[config.mk]
export PLATFORM = sky130hd
export DESIGN_NAME = rr_rsp_demux
export DESIGN_NICKNAME = d
export VERILOG_FILES = /design/src/rtl/rr_rsp_demux.sv
export SDC_FILE = /design/constraint.sdc
export NUM_CORES = 1
export LEC_CHECK = 0
export CAP_MARGIN = 20
export CORE_ASPECT_RATIO = 1.1
export CORE_MARGIN = 1.5
export CORE_UTILIZATION = 41
export CTS_BUF_LIST = sky130_fd_sc_hd__clkbuf_8
export DETAILED_ROUTE_END_ITERATION = 12
export GPL_ROUTABILITY_DRIVEN = 0
export PLACE_DENSITY = 0.8
export SLEW_MARGIN = 20
export SYNTH_ARGS = -nofsm -noshare
export SYNTH_HDL_FRONTEND = slang
export SYNTH_SLANG_ARGS = --single-unit
[constraint.sdc]
create_clock -name clk_i -period 4.6 [get_ports clk_i]
set_input_delay 0.92 -clock clk_i [delete_from_list [all_inputs] [get_ports clk_i]]
set_output_delay 0.92 -clock clk_i [all_outputs]
set_load 0.01 [all_outputs]
[src/rtl/rr_rsp_demux.sv]
// -----------------------------------------------------------------------------
// rr_rsp_demux
//
// Return-path companion to the round-robin request arbiter. Every request the
// arbiter hands downstream has its input index recorded in an in-order FIFO.
// Downstream responses are assumed to come back in order. Each one is steered
// to the port at the FIFO head. New requests are throttled once MaxTrans
// responses are outstanding.
//
// Ports
//   clk_i, rst_ni   clock (rising edge), asynchronous active-low reset
//   flush_i         synchronous clear of every outstanding entry
//   req_valid_i     snooped arbiter output request valid
//   req_ready_i     snooped downstream grant for that request
//   req_idx_i       arbitrated input index of the request
//   req_stall_o     no free slot; upstream must gate its valid/grant
//   rsp_valid_i     downstream response valid
//   rsp_ready_o     downstream response accepted by the head port
//   rsp_data_i      downstream response payload
//   rsp_valid_o     per-port response valid (onehot0)
//   rsp_ready_i     per-port response ready
//   rsp_data_o      response payload, broadcast to all ports
//   rsp_idx_o       head index (port currently served), 0 when empty
//   outstanding_o   current FIFO fill count
// -----------------------------------------------------------------------------
module rr_rsp_demux #(
    parameter int unsigned  NumOut    = 4,
    parameter int unsigned  DataWidth = 32,
    parameter type          DataType  = logic [DataWidth-1:0],
    parameter int unsigned  MaxTrans  = 8,
    localparam int unsigned IdxWidth  = (NumOut > 1) ? $clog2(NumOut) : 1,
    localparam type         idx_t     = logic [IdxWidth-1:0],
    localparam int unsigned CntWidth  = $clog2(MaxTrans + 1)
) (
    input  logic                clk_i,
    input  logic                rst_ni,
    input  logic                flush_i,
    input  logic                req_valid_i,
    input  logic                req_ready_i,
    input  idx_t                req_idx_i,
    output logic                req_stall_o,
    input  logic                rsp_valid_i,
    output logic                rsp_ready_o,
    input  DataType             rsp_data_i,
    output logic [NumOut-1:0]   rsp_valid_o,
    input  logic [NumOut-1:0]   rsp_ready_i,
    output DataType             rsp_data_o,
    output idx_t                rsp_idx_o,
    output logic [CntWidth-1:0] outstanding_o
);

    localparam int unsigned PtrWidth = (MaxTrans > 1) ? $clog2(MaxTrans) : 1;
    typedef logic [PtrWidth-1:0] ptr_t;
    localparam ptr_t                LastPtr = ptr_t'(MaxTrans - 1);
    localparam logic [CntWidth-1:0] FullCnt = CntWidth'(MaxTrans);

    idx_t                mem_q [MaxTrans];
    ptr_t                wr_ptr_q, wr_ptr_d;
    ptr_t                rd_ptr_q, rd_ptr_d;
    logic [CntWidth-1:0] cnt_q, cnt_d;

    logic empty;
    logic push;
    logic pop;
    logic head_ready;
    idx_t head_idx;

    // Explicit wrap so non-power-of-2 depths never index past the storage.
    function automatic ptr_t ptr_inc(input ptr_t p);
        return (p == LastPtr) ? '0 : p + ptr_t'(1);
    endfunction

    // Stall comes from registered state only, so a pop in the same cycle does
    // not open a slot for a push until the following cycle.
    assign empty       = (cnt_q == '0);
    assign req_stall_o = (cnt_q == FullCnt);

    assign push = req_valid_i && req_ready_i && !req_stall_o;
    assign pop  = rsp_valid_i && rsp_ready_o;

    if (NumOut == 1) begin : g_single
        assign head_idx = '0;
    end else begin : g_multi
        assign head_idx = mem_q[rd_ptr_q];
    end

    // Valid fan-out never looks at rsp_ready_i; only the accept back to the
    // downstream side depends on the head port's ready.
    always_comb begin
        rsp_valid_o = '0;
        head_ready  = 1'b0;
        for (int unsigned k = 0; k < NumOut; k++) begin
            if (head_idx == idx_t'(k)) begin
                rsp_valid_o[k] = rsp_valid_i && !empty;
                head_ready     = rsp_ready_i[k];
            end
        end
    end

    assign rsp_ready_o   = !empty && head_ready;
    assign rsp_data_o    = rsp_data_i;
    assign rsp_idx_o     = empty ? '0 : head_idx;
    assign outstanding_o = cnt_q;

    always_comb begin
        wr_ptr_d = wr_ptr_q;
        rd_ptr_d = rd_ptr_q;
        cnt_d    = cnt_q;
        if (flush_i) begin
            wr_ptr_d = '0;
            rd_ptr_d = '0;
            cnt_d    = '0;
        end else begin
            if (push) begin
                wr_ptr_d = ptr_inc(wr_ptr_q);
            end
            if (pop) begin
                rd_ptr_d = ptr_inc(rd_ptr_q);
            end
            if (push && !pop) begin
                cnt_d = cnt_q + CntWidth'(1);
            end else if (pop && !push) begin
                cnt_d = cnt_q - CntWidth'(1);
            end
        end
    end

    always_ff @(posedge clk_i or negedge rst_ni) begin
        if (!rst_ni) begin
            wr_ptr_q <= '0;
            rd_ptr_q <= '0;
            cnt_q    <= '0;
        end else begin
            wr_ptr_q <= wr_ptr_d;
            rd_ptr_q <= rd_ptr_d;
            cnt_q    <= cnt_d;
        end
    end

    // Index storage carries no reset; entries are only read once counted.
    always_ff @(posedge clk_i) begin
        if (push && !flush_i) begin
            mem_q[wr_ptr_q] <= req_idx_i;
        end
    end

    a_valid_onehot0 : assert property (
        @(posedge clk_i) disable iff (!rst_ni || flush_i)
        $onehot0(rsp_valid_o))
        else $error("rr_rsp_demux: rsp_valid_o not onehot0");

    a_count_bound : assert property (
        @(posedge clk_i) disable iff (!rst_ni || flush_i)
        cnt_q <= FullCnt)
        else $error("rr_rsp_demux: outstanding count above MaxTrans");

    a_push_when_stalled : assert property (
        @(posedge clk_i) disable iff (!rst_ni || flush_i)
        !(req_valid_i && req_ready_i && req_stall_o))
        else $error("rr_rsp_demux: request handshake while stalled");

    a_rsp_without_req : assert property (
        @(posedge clk_i) disable iff (!rst_ni || flush_i)
        rsp_valid_i |-> !empty)
        else $error("rr_rsp_demux: response with no outstanding request");

endmodule

==> out/qor.csv <==
stage;metric;value;unit
run_status;status;finished clean;
clock_tree;holdBufCountCts;0;
detailed_routing;top_layer_used;met4;
clock_tree;cts_resized;0;
worst_setup_path;arrival;2920;ps
timing;hold_viol_final;0;
yosys;synth_compound_area_frac;0.0462;
finish;area_growth;6.63;%
yosys;synthAdderAreaFrac;0.0566;
place;io_buffers;23;
detailed_routing;ant_nets;0;
detailed_routing;drt_iter0_drc;19;
worst_setup_path;critical_path.top_delay_family;multiplexers;
detailed_routing;drc;0;
die;start_util;0.427;
clock_tree;clk_pin_slew;80;ps
finish;register_area;731;µm²
worst_setup_path;cpPeakStageDelay;600;ps
detailed_routing;drt_pre_antenna_iters;4;
finish;nNetsFinal;198;
worst_hold_path;hp-class;reg -> reg;
pwr;p_leak;0.000703;µW
worst_setup_path;required;3680;ps
die;die-area;4490;µm²
worst_setup_path;setup.worst_path.start_class;flop;
yosys;mappedNetlistNets;204;
yosys;synth_cell_types;35;
detailed_routing;vias;994;
die;boundaryPins;88;
worst_setup_path;crit_slowest_cell;mux4_2;
pwr;p_int;566;µW
die;die_w;64.0;µm
timing;tightestPinTransition;662;ps
pwr;p_sw_frac;0.311;
clock_tree;cts_made_buffers;3;
pwr;combPwrFrac;0.411;
timing;rsz0062_at_grt;false;
finish;layout_common_cells;clkdlybuf4s50_1, nor2_1, edfxtp_1;
pwr;p_sw;255;µW
finish;final_common_cell;clkdlybuf4s50_1;
global_routing;antenna_found_initial;0;
yosys;ys_seq_elements;26;
global_routing;grt_max_degree;16;
clock_tree;numClockSinks;26;
yosys;synthMuxAreaShare;0.135;
yosys;netlist.area_leader.share;0.286;
detailed_routing;met3_length;88;µm
yosys;synth_top_family_by_area;buffers and inverters;
clock_tree;cts_buffer_depth;2;
place;dp_hpwl;2.20;mm
clock_tree;insertion_delay;260;ps
timing;max-slew-margin-rel;0.555;
finish;n_antenna_cell;0;
clock_tree;cts-htree-levels;1;
pwr;p_total;821;µW
run;cap_violations;0;
yosys;ys.warnings.count;0;
detailed_routing;wl_met1;1.16;mm
yosys;synthSimpleGateAreaFrac;0.150;
worst_setup_path;crit_buf_inv;1;
worst_setup_path;cp-end-kind;output port;
pwr;ir_drop;0.000157;V
pwr;pwr-share-clk;0.223;
detailed_routing;drt-total-wl;2.70;mm
timing;fmax;260;MHz
yosys;synth_top_cell_by_area;edfxtp_1;
pwr;pwr_density_cell;458;nW/µm²
global_routing;grt_use_total;0.127;
yosys;synth_cells;153;
finish;drive_gt1_frac;0.130;
worst_setup_path;cp_max_fo;9;
die;rows;24;
yosys;syn_area;1680;µm²
die;coreArea;3930;µm²
worst_setup_path;crit_type;reg -> out;
global_routing;grt_pass1_vias;995;
yosys;yosys.area_share.xor_xnor;0.00522;
timing;final.setup.tns;0;ps
clock_tree;cts_root_buf;clkbuf_8;
worst_setup_path;path_cells;mux4_2 > mux2i_4 > mux4_2 > nor2_1 > clkdlybuf4s50_1;
yosys;synth_area_leaders;edfxtp_1, dfrtp_1, buf_4;
global_routing;grt_overflow;0;
timing;setup_viol;0;
yosys;postSynthAreaPerCell;11.0;µm²
timing;skew;1.88;ps
timing;period_share;0.836;
timing;post-route-min-period;3840;ps
worst_setup_path;path_common_cell;mux4_2;
global_routing;grt_pass1_wl;4.52;mm
die;fp.dieH;70.1;µm
worst_setup_path;r2r_setup_slack;990;ps
finish;multiInputGateArea;659;µm²
finish;fill_cells;362;
yosys;seq_area_frac_synth;0.435;
clock_tree;cts_setup_buffers;0;
timing;maxSlewViolCount;0;
detailed_routing;wl_per_cell;13.6;µm
detailed_routing;wl_met2;1.43;mm
clock_tree;cts_tree;done;
detailed_routing;drt-vias-per-instance;5.02;
pwr;pwr-share-seq;0.367;
worst paths after layout:
path | startpoint | endpoint | cells after the start
max in group asynchronous | rst_ni | rd_ptr_q[0] | 1
min | wr_ptr_q[2] | wr_ptr_q[2] | 2
min reg2reg | wr_ptr_q[2] | wr_ptr_q[2] | 2
max | rd_ptr_q[0] | rsp_ready_o | 5
max reg2reg | rd_ptr_q[0] | outstanding_o[3] | 10
min in group asynchronous | rst_ni | wr_ptr_q[1] | 1
area by class of cell:
cell class	count	share of cell area
Clock buffer	3	0.0231
Timing Repair Buffer	23	0.129
Inverter	9	0.0189
Tap cell	52	0.0363
Sequential cell	26	0.408
Clock inverter	1	0.0168
Multi-Input combinational cell	84	0.368
metal layers:
metal  GRT usage  up-vias
li1            -      484
met1       0.160      492
met2       0.215       16
met3      0.0242        2
met4      0.0483        0
met5           0        -
Yosys cell counts:
master	count
a21boi_0	1
ha_1	6
nand3_2	2
and2_4	1
mux2_4	2
mux4_2	5
mux2_1	1
and2b_2	1
a21o_1	1
a211oi_1	2
mux2i_1	5
nor4b_1	1
or2_2	1
fa_1	1
buf_6	1
xor2_1	1
nor3b_1	1
edfxtp_1	16
nand2_1	7
nand2b_1	3
nand2_2	1
nor2b_1	2
mux2i_4	1
o21ai_2	1
buf_4	32
nor2_1	22
nor4_1	1
nor3_1	4
or3_1	2
dfrtp_1	10
clkbuf_1	1
a41oi_1	1
and3_1	1
inv_1	9
a21oi_1	6
power by group through the flow:
stage / Combinational [µW] / Clock [µW] / Sequential [µW]
after floorplan: 243 / 0 / 300
after global placement: 324 / 0 / 304
after detailed placement: 339 / 0 / 305
after CTS: 340 / 185 / 301
after global routing: 368 / 196 / 305
final: 337 / 183 / 301
stage by stage:
step	cells	setup WS [ps]	util	instance area (µm²)	hold slack [ps]
6_report	198	756	0.455	1790	625
5_1_grt	198	622	0.455	1790	656
3_5_place_dp	194	986	0.437	1720	615
4_1_cts	198	726	0.455	1790	625
2_1_floorplan	153	1340	-	1680	551
3_3_place_gp	194	1060	0.437	1720	568
registers in the layout (all words and copies together) (netlist names):
name	flops
mem_q	16
outstanding_o	4
rd_ptr_q	3
wr_ptr_q	3
tightest hold or removal path, delay by kind of cell, from the launching register on:
family	cells	cell delay, ps
DFF	1	450
and+or+nand+nor	1	80
AOI/OAI and AO/OA	1	60
logic make-up (layout without fill, tap and decap cells):
group	after synthesis	after routing
simple gates	50	50
buf+inv	43	36
flops	26	26
mux	14	14
compound gates	12	12
fa+ha+maj	7	7
xor+xnor	1	1
No activity file was read; power rests on OpenSTA's default activity.
